[src/rtl/apb_2_axil_bridge_if.sv]
// apb_2_axil_bridge_if: APB4 request/response and AXI4-Lite channel bundle.
// slave is the bridge view; master is the APB-master / AXI-slave environment view.
interface apb_2_axil_bridge_if #(
   parameter int ADDR_WIDTH = 32,
   parameter int DATA_WIDTH = 32
) ();
   logic                    psel, penable, pwrite;
   logic [ADDR_WIDTH-1:0]   paddr;
   logic [DATA_WIDTH-1:0]   pwdata;
   logic [DATA_WIDTH/8-1:0] pstrb;
   logic [2:0]              pprot;
   logic                    pready, pslverr;
   logic [DATA_WIDTH-1:0]   prdata;
   logic                    aw_valid, aw_ready;
   logic [ADDR_WIDTH-1:0]   aw_addr;
   logic [2:0]              aw_prot;
   logic                    w_valid, w_ready;
   logic [DATA_WIDTH-1:0]   w_data;
   logic [DATA_WIDTH/8-1:0] w_strb;
   logic                    b_valid, b_ready;
   logic [1:0]              b_resp;
   logic                    ar_valid, ar_ready;
   logic [ADDR_WIDTH-1:0]   ar_addr;
   logic [2:0]              ar_prot;
   logic                    r_valid, r_ready;
   logic [DATA_WIDTH-1:0]   r_data;
   logic [1:0]              r_resp;

   modport slave (
      input  psel, penable, pwrite, paddr, pwdata, pstrb, pprot,
      output pready, prdata, pslverr,
      output aw_valid, aw_addr, aw_prot, input aw_ready,
      output w_valid, w_data, w_strb, input w_ready,
      input  b_valid, b_resp, output b_ready,
      output ar_valid, ar_addr, ar_prot, input ar_ready,
      input  r_valid, r_data, r_resp, output r_ready
   );

   modport master (
      output psel, penable, pwrite, paddr, pwdata, pstrb, pprot,
      input  pready, prdata, pslverr,
      input  aw_valid, aw_addr, aw_prot, output aw_ready,
      input  w_valid, w_data, w_strb, output w_ready,
      output b_valid, b_resp, input b_ready,
      input  ar_valid, ar_addr, ar_prot, output ar_ready,
      output r_valid, r_data, r_resp, input r_ready
   );
endinterface

[src/rtl/apb_2_axil_bridge.sv]
// apb_2_axil_bridge: APB4 slave to AXI4-Lite master bridge with address window decode.
// Define APB_2_AXIL_RESP_REG_EN to register the APB response through a RESP state.
module apb_2_axil_bridge #(
   parameter int                    ADDR_WIDTH = 32,
   parameter int                    DATA_WIDTH = 32,
   parameter logic [ADDR_WIDTH-1:0] ADDR_BASE  = '0,
   parameter logic [ADDR_WIDTH-1:0] ADDR_SIZE  = '0
) (
   input  logic               clk_i,
   input  logic               arst_ni,
   apb_2_axil_bridge_if.slave bus
);
   typedef enum logic [2:0] {IDLE, WRITE, WAIT_B, READ, WAIT_R, RESP, ERR} state_t;
`ifdef APB_2_AXIL_RESP_REG_EN
   localparam state_t DONE_ST = RESP;
`else
   localparam state_t DONE_ST = IDLE;
`endif

   state_t                state, state_nxt;
   logic                  aw_done, w_done, in_win, access, unused_resp;
   logic [ADDR_WIDTH-1:0] offset;

   // unsigned wrap-around of the offset puts addresses below the base out of window
   assign offset      = bus.paddr - ADDR_BASE;
   assign in_win      = (ADDR_SIZE == '0) || (offset < ADDR_SIZE);
   assign access      = bus.psel && bus.penable;
   assign unused_resp = bus.b_resp[0] ^ bus.r_resp[0];

   assign bus.aw_addr  = bus.paddr;
   assign bus.ar_addr  = bus.paddr;
   assign bus.aw_prot  = bus.pprot;
   assign bus.ar_prot  = bus.pprot;
   assign bus.w_data   = bus.pwdata;
   assign bus.w_strb   = bus.pstrb;
   assign bus.aw_valid = (state == WRITE) && !aw_done;
   assign bus.w_valid  = (state == WRITE) && !w_done;
   assign bus.b_ready  = state == WAIT_B;
   assign bus.ar_valid = state == READ;
   assign bus.r_ready  = state == WAIT_R;

   always_ff @(posedge clk_i or negedge arst_ni)
      if (!arst_ni) begin
         state   <= IDLE;
         aw_done <= 1'b0;
         w_done  <= 1'b0;
      end else begin
         state   <= state_nxt;
         aw_done <= (state == WRITE) && (aw_done || bus.aw_ready);
         w_done  <= (state == WRITE) && (w_done || bus.w_ready);
      end

   always_comb begin
      state_nxt = state;
      case (state)
         IDLE:    if (access) state_nxt = !in_win ? ERR : bus.pwrite ? WRITE : READ;
         WRITE:   if ((aw_done || bus.aw_ready) && (w_done || bus.w_ready)) state_nxt = WAIT_B;
         WAIT_B:  if (bus.b_valid) state_nxt = DONE_ST;
         READ:    if (bus.ar_ready) state_nxt = WAIT_R;
         WAIT_R:  if (bus.r_valid) state_nxt = DONE_ST;
         default: state_nxt = IDLE;
      endcase
   end

`ifdef APB_2_AXIL_RESP_REG_EN
   logic                  err_q;
   logic [DATA_WIDTH-1:0] rdata_q;

   always_ff @(posedge clk_i or negedge arst_ni)
      if (!arst_ni) begin
         err_q   <= 1'b0;
         rdata_q <= '0;
      end else if (state == WAIT_B && bus.b_valid) begin
         err_q   <= bus.b_resp[1];
         rdata_q <= '0;
      end else if (state == WAIT_R && bus.r_valid) begin
         err_q   <= bus.r_resp[1];
         rdata_q <= bus.r_data;
      end

   assign bus.pready  = (state == RESP) || (state == ERR);
   assign bus.prdata  = (state == RESP) ? rdata_q : '0;
   assign bus.pslverr = (state == ERR) || ((state == RESP) && err_q);
`else
   logic b_fire, r_fire;

   // response is passed straight through in the cycle the AXI slave answers
   assign b_fire      = (state == WAIT_B) && bus.b_valid;
   assign r_fire      = (state == WAIT_R) && bus.r_valid;
   assign bus.pready  = (state == ERR) || b_fire || r_fire;
   assign bus.prdata  = r_fire ? bus.r_data : '0;
   assign bus.pslverr = (state == ERR) || (b_fire && bus.b_resp[1]) || (r_fire && bus.r_resp[1]);
`endif
endmodule

[src/flat_wrapper.sv]
// flat-port wrapper written by rule: the top's interface ports become plain ports
module apb_2_axil_bridge_flat 
#(
   parameter int                    ADDR_WIDTH = 32,
   parameter int                    DATA_WIDTH = 32,
   parameter logic [ADDR_WIDTH-1:0] ADDR_BASE  = '0,
   parameter logic [ADDR_WIDTH-1:0] ADDR_SIZE  = '0
)
  (clk_i, arst_ni, bus_psel, bus_penable, bus_pwrite, bus_paddr, bus_pwdata, bus_pstrb, bus_pprot, bus_pready, bus_prdata, bus_pslverr, bus_aw_valid, bus_aw_addr, bus_aw_prot, bus_aw_ready, bus_w_valid, bus_w_data, bus_w_strb, bus_w_ready, bus_b_valid, bus_b_resp, bus_b_ready, bus_ar_valid, bus_ar_addr, bus_ar_prot, bus_ar_ready, bus_r_valid, bus_r_data, bus_r_resp, bus_r_ready);
  apb_2_axil_bridge_if #(.ADDR_WIDTH(ADDR_WIDTH), .DATA_WIDTH(DATA_WIDTH)) bus_i ();
  input  logic clk_i;
  input  logic arst_ni;
  input wire logic [$bits(bus_i.psel)-1:0] bus_psel;
  input wire logic [$bits(bus_i.penable)-1:0] bus_penable;
  input wire logic [$bits(bus_i.pwrite)-1:0] bus_pwrite;
  input wire logic [$bits(bus_i.paddr)-1:0] bus_paddr;
  input wire logic [$bits(bus_i.pwdata)-1:0] bus_pwdata;
  input wire logic [$bits(bus_i.pstrb)-1:0] bus_pstrb;
  input wire logic [$bits(bus_i.pprot)-1:0] bus_pprot;
  output wire logic [$bits(bus_i.pready)-1:0] bus_pready;
  output wire logic [$bits(bus_i.prdata)-1:0] bus_prdata;
  output wire logic [$bits(bus_i.pslverr)-1:0] bus_pslverr;
  output wire logic [$bits(bus_i.aw_valid)-1:0] bus_aw_valid;
  output wire logic [$bits(bus_i.aw_addr)-1:0] bus_aw_addr;
  output wire logic [$bits(bus_i.aw_prot)-1:0] bus_aw_prot;
  input wire logic [$bits(bus_i.aw_ready)-1:0] bus_aw_ready;
  output wire logic [$bits(bus_i.w_valid)-1:0] bus_w_valid;
  output wire logic [$bits(bus_i.w_data)-1:0] bus_w_data;
  output wire logic [$bits(bus_i.w_strb)-1:0] bus_w_strb;
  input wire logic [$bits(bus_i.w_ready)-1:0] bus_w_ready;
  input wire logic [$bits(bus_i.b_valid)-1:0] bus_b_valid;
  input wire logic [$bits(bus_i.b_resp)-1:0] bus_b_resp;
  output wire logic [$bits(bus_i.b_ready)-1:0] bus_b_ready;
  output wire logic [$bits(bus_i.ar_valid)-1:0] bus_ar_valid;
  output wire logic [$bits(bus_i.ar_addr)-1:0] bus_ar_addr;
  output wire logic [$bits(bus_i.ar_prot)-1:0] bus_ar_prot;
  input wire logic [$bits(bus_i.ar_ready)-1:0] bus_ar_ready;
  input wire logic [$bits(bus_i.r_valid)-1:0] bus_r_valid;
  input wire logic [$bits(bus_i.r_data)-1:0] bus_r_data;
  input wire logic [$bits(bus_i.r_resp)-1:0] bus_r_resp;
  output wire logic [$bits(bus_i.r_ready)-1:0] bus_r_ready;
  assign bus_i.psel = bus_psel;
  assign bus_i.penable = bus_penable;
  assign bus_i.pwrite = bus_pwrite;
  assign bus_i.paddr = bus_paddr;
  assign bus_i.pwdata = bus_pwdata;
  assign bus_i.pstrb = bus_pstrb;
  assign bus_i.pprot = bus_pprot;
  assign bus_pready = bus_i.pready;
  assign bus_prdata = bus_i.prdata;
  assign bus_pslverr = bus_i.pslverr;
  assign bus_aw_valid = bus_i.aw_valid;
  assign bus_aw_addr = bus_i.aw_addr;
  assign bus_aw_prot = bus_i.aw_prot;
  assign bus_i.aw_ready = bus_aw_ready;
  assign bus_w_valid = bus_i.w_valid;
  assign bus_w_data = bus_i.w_data;
  assign bus_w_strb = bus_i.w_strb;
  assign bus_i.w_ready = bus_w_ready;
  assign bus_i.b_valid = bus_b_valid;
  assign bus_i.b_resp = bus_b_resp;
  assign bus_b_ready = bus_i.b_ready;
  assign bus_ar_valid = bus_i.ar_valid;
  assign bus_ar_addr = bus_i.ar_addr;
  assign bus_ar_prot = bus_i.ar_prot;
  assign bus_i.ar_ready = bus_ar_ready;
  assign bus_i.r_valid = bus_r_valid;
  assign bus_i.r_data = bus_r_data;
  assign bus_i.r_resp = bus_r_resp;
  assign bus_r_ready = bus_i.r_ready;
  apb_2_axil_bridge #(.ADDR_WIDTH(ADDR_WIDTH), .DATA_WIDTH(DATA_WIDTH), .ADDR_BASE(ADDR_BASE), .ADDR_SIZE(ADDR_SIZE)) u_core (.clk_i(clk_i), .arst_ni(arst_ni), .bus(bus_i));
endmodule
[config.mk]
export PLATFORM = sky130hd
export DESIGN_NAME = apb_2_axil_bridge_flat
export DESIGN_NICKNAME = d
export VERILOG_FILES = /design/src/rtl/apb_2_axil_bridge_if.sv /design/src/rtl/apb_2_axil_bridge.sv /design/src/flat_wrapper.sv
export SDC_FILE = /design/constraint.sdc
export NUM_CORES = 1
export LEC_CHECK = 0
export ABC_CLOCK_PERIOD_IN_PS = 2910
export CORE_AREA = 4 4 101 103
export DETAILED_ROUTE_END_ITERATION = 12
export DIE_AREA = 0 0 105 107
export PLACE_DENSITY_LB_ADDON = 0.08
export RECOVER_POWER = 100
export SYNTH_ARGS = -nofsm -noshare
export SYNTH_HDL_FRONTEND = slang
export SYNTH_SLANG_ARGS = --single-unit
[constraint.sdc]
create_clock -name clk_i -period 2.91 [get_ports clk_i]
set_clock_uncertainty 0.15 [all_clocks]
set_input_delay 0.7275 -clock clk_i [delete_from_list [all_inputs] [get_ports clk_i]]
set_output_delay 0.7275 -clock clk_i [all_outputs]
set_load 0.02 [all_outputs]
; ---- After elaboration in Yosys (flattened, before gate mapping)
; Index checks and enable logic that the tools add are counted.
[totals]
ff_bits = 5
in_bits = 117
word_cells = 41
out_inout_bits = 145
[classes]
reduce_logical = 20
eq_ne = 10
n_mux = 8
[op_table]
columns = op, n
row1 = two-way mux 32 bit, 1
row2 = two-way mux 3 bit, 5
row3 = case mux 3 bit (5 select lines), 1
row4 = logical AND 1 bit, 10
row5 = equality test 3 x 2 -> 1 bit (second input constant), 2
row6 = equality test 3 bit (second input constant), 2
row7 = logical OR 1 bit, 6
row8 = inequality test 2 bit (second input constant), 3
row9 = AND reduction 5 bit, 1
row10 = inequality test 2 x 1 -> 1 bit (second input constant), 2
row11 = equality test 3 x 1 -> 1 bit (second input constant), 1
row12 = logical NOT 3 bit, 1
row13 = logical NOT 1 bit, 2
row14 = two-way mux 2 bit, 1

; ---- Logic depth before layout (Yosys ltp)
[logic_depth]
word_depth = 5
depth_mapped = 5
ltp_nobuf = 3

; ---- Worst setup path before layout
; Ideal clock, no wire load.
[synth_timing]
kind = input to output
startpoint = input bus_r_valid
endpoint = output bus_prdata[10]
path_buffers = 1
stages = 4
path_slack_ns = 0.653
t_arrival_ns = 1.380
required_time_ns = 2.033
path_cell_list = nand2_2 > nor3_2 > clkbuf_2 > and2_1
[synth_between]
elab_chain_len = 2
[synth_lines]
columns = item, line
row1 = "start, declared", flat_wrapper.sv:38  ; input wire logic [$bits(bus_i.r_valid)-1:0] bus_r_valid;
row2 = logical AND 1 bit, apb_2_axil_bridge.sv:89  ; assign r_fire = (state == WAIT_R) && bus.r_valid;
row3 = two-way mux 32 bit, apb_2_axil_bridge.sv:91  ; assign bus.prdata = r_fire ? bus.r_data : '0;
row4 = "end, declared", flat_wrapper.sv:21  ; output wire logic [$bits(bus_i.prdata)-1:0] bus_prdata;
; No other way between the ends.

; ---- Final worst setup path
[layout_timing]
startpoint = input bus_r_valid
endpoint = output bus_prdata[24]
; The elaborated chain is that of the path after synthesis.

==> flow_summary.json <==
{
  "status": "completed",
  "slowest_stage": "clkdlybuf4s15_1",
  "drtPass1Iterations": 4,
  "synth-warning-count": 0,
  "yosys.area.top_type": "buf_4",
  "drive_gt1_share_pct": 10.4,
  "synth_top_area_share_pct": 59.9,
  "wl_per_cell_um": 12.4,
  "grt_max_degree": 17,
  "viasPerCell": 3.36,
  "clock-sinks": 5,
  "swShare_pct": 39.7,
  "gp_congestion": 0.692,
  "antenna_left": 0,
  "critical_path_required_ns": 2.03,
  "die_area_sq_um": 11200,
  "post-route-util_pct": 16.6,
  "period_needed_ns": 2.83,
  "max_stage_delay_ns": 0.30,
  "grt_use_total_pct": 5.70,
  "pwr-share-clk_pct": 20.0,
  "power_switching_mw": 0.248,
  "clkTransAtPathRegs_ns": 0.03,
  "ios": 262,
  "yosysSeqAreaShare_pct": 9.34,
  "drv_slew": 0,
  "peakVddDrop_mv": 0.148,
  "dp_cells": 268,
  "maxCapViolCount": 0,
  "hold_slack_ns": 0.379,
  "yosysMostFrequentCell": "buf_4",
  "p_leak_nw": 0.625,
  "rows": 35,
  "gr-total-overflow": 0,
  "dieWidth_um": 105,
  "setup_viol": 0,
  "ys_top_cells_by_area": "buf_4 60%, and2_1 15%, dfrtp_1 9.3%, nor2_1 2.5%, a21oi_1 1.1%",
  "root_buffer": "clkbuf_8",
  "postCtsHoldBufs": 0,
  "stdcell_count": 274,
  "diodes": 0,
  "startpoint": "bus_r_valid",
  "num_vias": 922,
  "portBuffers": 82,
  "fmax_mhz": 353,
  "synthTopCellsByCount": "107 x buf_4, 32 x and2_1, 9 x nor2_1",
  "grt_pass1_vias": 965,
  "p_int_mw": 0.377,
  "synth_area_sq_um": 1340,
  "cts_buffers": 3,
  "clock_latency_ns": 0.22,
  "cp_cell_sequence": "dlygate4sd2_1 -> nand2_2 -> nor3_4 -> buf_12 -> buf_12 -> and2_1 -> clkdlybuf4s15_1",
  "hp-class": "reg -> reg",
  "clk_path_buf_depth": 2,
  "place_area_sq_um": 1530,
  "syn_inst": 180,
  "hp-start": "u_core.w_done",
  "fin_tns_setup_ns": 0,
  "crit_arrival_ns": 1.96,
  "hpwlAfterDp_um": 2630,
  "critPathLaunchType": "primary input",
  "area_growth_pct": 14.1,
  "fp.dieH_um": 107,
  "synth_edf_count": 0,
  "ys_ff_latch": 5,
  "nets": 281,
  "powerDensity_nw_per_um2": 408,
  "rr_startpoint": "u_core.state[0]",
  "crit_path_max_fanout": 16,
  "relSlewSlack_pct": 77.5,
  "cts_tree": "yes",
  "hold_viol": 0,
  "setup.worst_path.class": "in -> out",
  "p_comb_share_pct": 61.9,
  "grt_first_pass_wirelength_um": 5230,
  "start_util_pct": 14.6,
  "synthFlopType": "dfrtp_1",
  "final_cell_area_sq_um": 1530,
  "syn_nets": 297,
  "htreeDepth": 1,
  "synth-async-reset-ratio_pct": 100,
  "avgSynthCellArea_sq_um": 7.44,
  "antenna_found_initial": 0,
  "endpoint_kind": "output pin",
  "synth_cell_type_count": 22,
  "drc": 0,
  "wl_um": 3390,
  "worst_pin_slew_ns": 0.334,
  "cp_common_cell": "buf_12",
  "core_sq_um": 9200,
  "pwr-share-seq_pct": 18.1,
  "drt-initial-drc-count": 24,
  "post-route-period-util_pct": 97.3,
  "rsz0062_at_grt": "no"
}
## worst paths after layout
path,end,slack [ns],cells past startpoint
max in group asynchronous,u_core.state[2],1.75,1
max,bus_prdata[24],0.08,7
min in group asynchronous,u_core.aw_done,0.66,1
min,u_core.w_done,0.38,2
max reg2reg,u_core.state[1],1.51,3
min reg2reg,u_core.w_done,0.38,2
## what timing repair did
action,4_1_cts,5_1_grt
endpoints found under the setup margin,34,31
setup buffers,1,0
resized for setup,42,45
pin swaps,1,0
cloned,1,0
## state kept, by name (all words and copies together) (netlist names)
signal	flops
u_core.aw_done	1
u_core.state	3
u_core.w_done	1
## layer usage
layer	GRT usage, %	part of all wire [%]	wire (um)	vias up
met5	0	0	0	-
met4	2.72	2.4	82	0
met3	3.19	15	503	19
met2	9.03	44	1490	103
met1	6.15	39	1310	381
li1	-	-	-	419
## metrics by stage
stage	power (mW)	setup WS, ns
2_1_floorplan	0.529	0.653
3_3_place_gp	0.522	-0.422
3_5_place_dp	0.518	-0.445
4_1_cts	0.649	0.00112
5_1_grt	0.673	0.00107
6_report	0.624	0.0773
## cells by family (layout without fill, tap and decap cells)
kind of cell | after synthesis | in the layout | synth area share [%]
muxes | 1 | 1 | 1.12
AOI/OAI and AO/OA | 10 | 10 | 5.23
buffers and inverters | 113 | 96 | 62.6
DFF | 5 | 5 | 9.34
and+or+nand+nor | 51 | 51 | 21.8
## layout by cell type (no fill, tap or decap)
cell              n
and3b_1           1
dfrtp_1           5
clkdlybuf4s50_1  37
buf_16            1
and2_1           32
dlygate4sd2_1     3
buf_4             7
nor3b_1           1
mux2_4            1
o311ai_0          1
o21ai_0           2
nand2_2           1
a21oi_1           3
nand2_1           4
a31oi_1           2
nor2_1            9
inv_1             1
a221oi_2          1
nand3_1           1
nor3_4            1
clkbuf_8          3
buf_12            2
clkdlybuf4s15_1  16
clkbuf_1         16
o221ai_1          1
dlygate4sd3_1    10
nor3_1            1
## worst max-delay path, delay by kind of cell
kind	cells	cell delay [ns]
buf+inv	4	0.81
simple gates	3	0.41
## cell type report
class | instances | area, sq um
multi-input cells | 62 | 383
repair buffers | 91 | 833
clock buffers | 4 | 45.0
inverters | 1 | 3.75
flip-flops and latches | 5 | 125
well taps | 111 | 139
fillers | 1069 | 7670
## power groups by stage
stage / Clock, mW / Combinational [mW] / Sequential [mW]
global placement: 0 / 0.412 / 0.110
global route: 0.134 / 0.422 / 0.117
floorplan: 0 / 0.424 / 0.105
detailed placement: 0 / 0.409 / 0.109
finish: 0.125 / 0.387 / 0.113
CTS: 0.128 / 0.407 / 0.113
(Power assumes the default switching activity.)
==> RTL change (same flow settings) <==
Re-encode `state_t` (7 states) as one-hot, 7 bits wide.
--- a/src/rtl/apb_2_axil_bridge.sv
+++ b/src/rtl/apb_2_axil_bridge.sv
@@ -12,3 +12,3 @@
 );
-   typedef enum logic [2:0] {IDLE, WRITE, WAIT_B, READ, WAIT_R, RESP, ERR} state_t;
+   typedef enum logic [6:0] {IDLE = 7'b0000001, WRITE = 7'b0000010, WAIT_B = 7'b0000100, READ = 7'b0001000, WAIT_R = 7'b0010000, RESP = 7'b0100000, ERR = 7'b1000000} state_t;
 `ifdef APB_2_AXIL_RESP_REG_EN
Behaviour: same outputs for any inputs over 10 cycles, from zero or initial values and one cycle with arst_ni low; not proved beyond that.
==> RTL change against the unedited design <==
  * Cell area is 0.90% lower
  * Via count grew 2.5%
  * Non-clock buffer count down 3
  * Worst setup slack improved by 0.0075 ns
  * Critical path type unchanged
  * Synthesized area grew 6.0%
  * Final cell count rose by 1.5%
  * Routed wire length rose by 15%
  * Die area is the same
  * Sequential cell count up 2
Power is not compared: it rests on default switching activity, and its combinational part moved more than twofold at a synthesized area within 25%.
==> RTL change: results (changes against the unedited design) <==
stage,metric,value,unit,change
hold_path,whs_endpoint,u_core.aw_done,,
global_routing,use_met1,5.98,%,-0.17 points
worst_setup_path,arrival,1.95,ns,
clock_network,h-tree-depth,1,,unchanged
flow_run,cap_violations,0,,unchanged
clock_network,cts.clk_slew.worst_paths,0.04,ns,
synth,syn-num-nets,302,,+1.7%
detailed_routing,vias_per_cell,3.40,,+1.0%
synth,syn_inst,185,,+2.8%
place,post-place-ws,-0.381,ns,+0.0639 ns
outcome,status,"complete, no violations",,
clock_network,insertion_delay,0.22,ns,about the same
hold_path,min_path_cells,2,,unchanged
hold_path,min_from,u_core.aw_done,,
place,dp.cells,273,,+1.9%
worst_setup_path,critPathMaxFanout,17,,+1
synth,synth_commonest_cells,"buf_4, and2_1, nor2_1, dfrtp_1, inv_1",,
detailed_routing,drtAntennaViolNets,0,,unchanged
finish,final_area,1520,sq um,-0.90%
global_routing,grtUsageMet3,3.37,%,+0.18 points
sta,hold_slack,0.365,ns,-0.0142 ns
worst_setup_path,rrSetupSlack,1.19,ns,-0.32 ns
place,gp_congestion,0.621,,-10%
pwr,power.leakage,0.720,nW,
finish,drive_above_1_share,28.7,%,+18 points
worst_setup_path,rr_endpoint,u_core.state[3],,
synth,yosysWarnings,0,,unchanged
finish,largestRegisters,"u_core.state x5, u_core.aw_done x1, u_core.w_done x1",,
global_routing,antenna_found_initial,0,,unchanged
global_routing,grt_pass1_vias,1005,,+4.1%
detailed_routing,wl_per_cell,13.9,um,+13%
detailed_routing,num_vias,945,,+2.5%
detailed_routing,first_iter_violations,20,,-17%
synth,ys_async_sr_fraction,100,%,unchanged
sta,worst_pin_slew,0.427,ns,+0.0932 ns
global_routing,track_usage,6.18,%,+0.48 points
synth,ys.flop_type,dfrtp_1,,
detailed_routing,firstDrtPassIters,5,,+1
global_routing,grt_pass1_wl,5700,um,+9.0%
synth,ys_seq_area_share,12.4,%,+3.1 points
place,place_hpwl,3180,um,+21%
global_routing,use_met2,10.8,%,+1.8 points
synth,synthTopCellsByArea,"buf_4, and2_1, dfrtp_1, dfstp_2, nor2_1",,
place,place_area,1610,sq um,+5.5%
clock_network,ctsRootBufferMaster,clkbuf_8,,
worst_setup_path,worst_r2r_startpoint,u_core.state[0],,
synth,synth_cell_types,28,,+27%
finish,fin_nets,285,,+1.4%
global_routing,grt_max_degree,35,,+18
RTL change: cell types whose count changed after synthesis, sizes merged, moves of 2 or more:
cell,before,now
a21oi,3,0
o2bb2ai,0,2
a31oi,2,0
nand2,5,2
inv,1,4
nand3b,0,2
RTL change: critical path, stage by stage:
cell and delay (ns):
clkdlybuf4s50_1 0.48, and4_4 0.27, clkbuf_16 0.17, and2_1 0.12
clkbuf_2 0.17
RTL change: cell families after synthesis:
logic type,share of synthesized area (%)
buffers and inverters,58.5
and+or+nand+nor,23.6
AOI/OAI and AO/OA,5.46
DFF,12.4
RTL change: final cells by class:
cell class / instances / area (sq um)
multi-input combinational: 64 / 414
tap: 111 / 139
timing repair buffer: 88 / 726
fill: 1066 / 7680
sequential: 7 / 176
inverter: 4 / 15.0
clock buffer: 4 / 45.0
RTL change: report_power, final:
group / switching (mW) / internal, mW / total, mW
clock: 0.0367 / 0.0943 / 0.131
sequential: 0.0158 / 0.117 / 0.132
combinational: 0.0601 / 0.103 / 0.163
RTL change: worst max path at each step:
stage	startpoint	to	slack (ns)	cells past startpoint
finish	bus_r_valid	bus_prdata[0]	0.08	5
global route	bus_r_valid	bus_prdata[7]	0.009	5
floorplan	bus_r_valid	bus_prdata[10]	0.63	4
detailed placement	bus_r_valid	bus_prdata[10]	-0.38	5
CTS	bus_r_valid	bus_prdata[20]	0.001	5
global placement	bus_r_valid	bus_prdata[0]	-0.36	5
RTL change: routing by layer:
metal | wire length, um | up-vias
met5 | 0 | -
met4 | 84 | 0
met3 | 522 | 14
met2 | 1930 | 83
met1 | 1350 | 408
li1 | - | 440
RTL change: timing repair:
item / 4_1_cts / 5_1_grt
resized for setup: 133 / 6
setup endpoints to repair: 34 / 4
setup buffers: 0 / 0
cloned: 0 / 1
hold endpoints to repair: 0 / 0
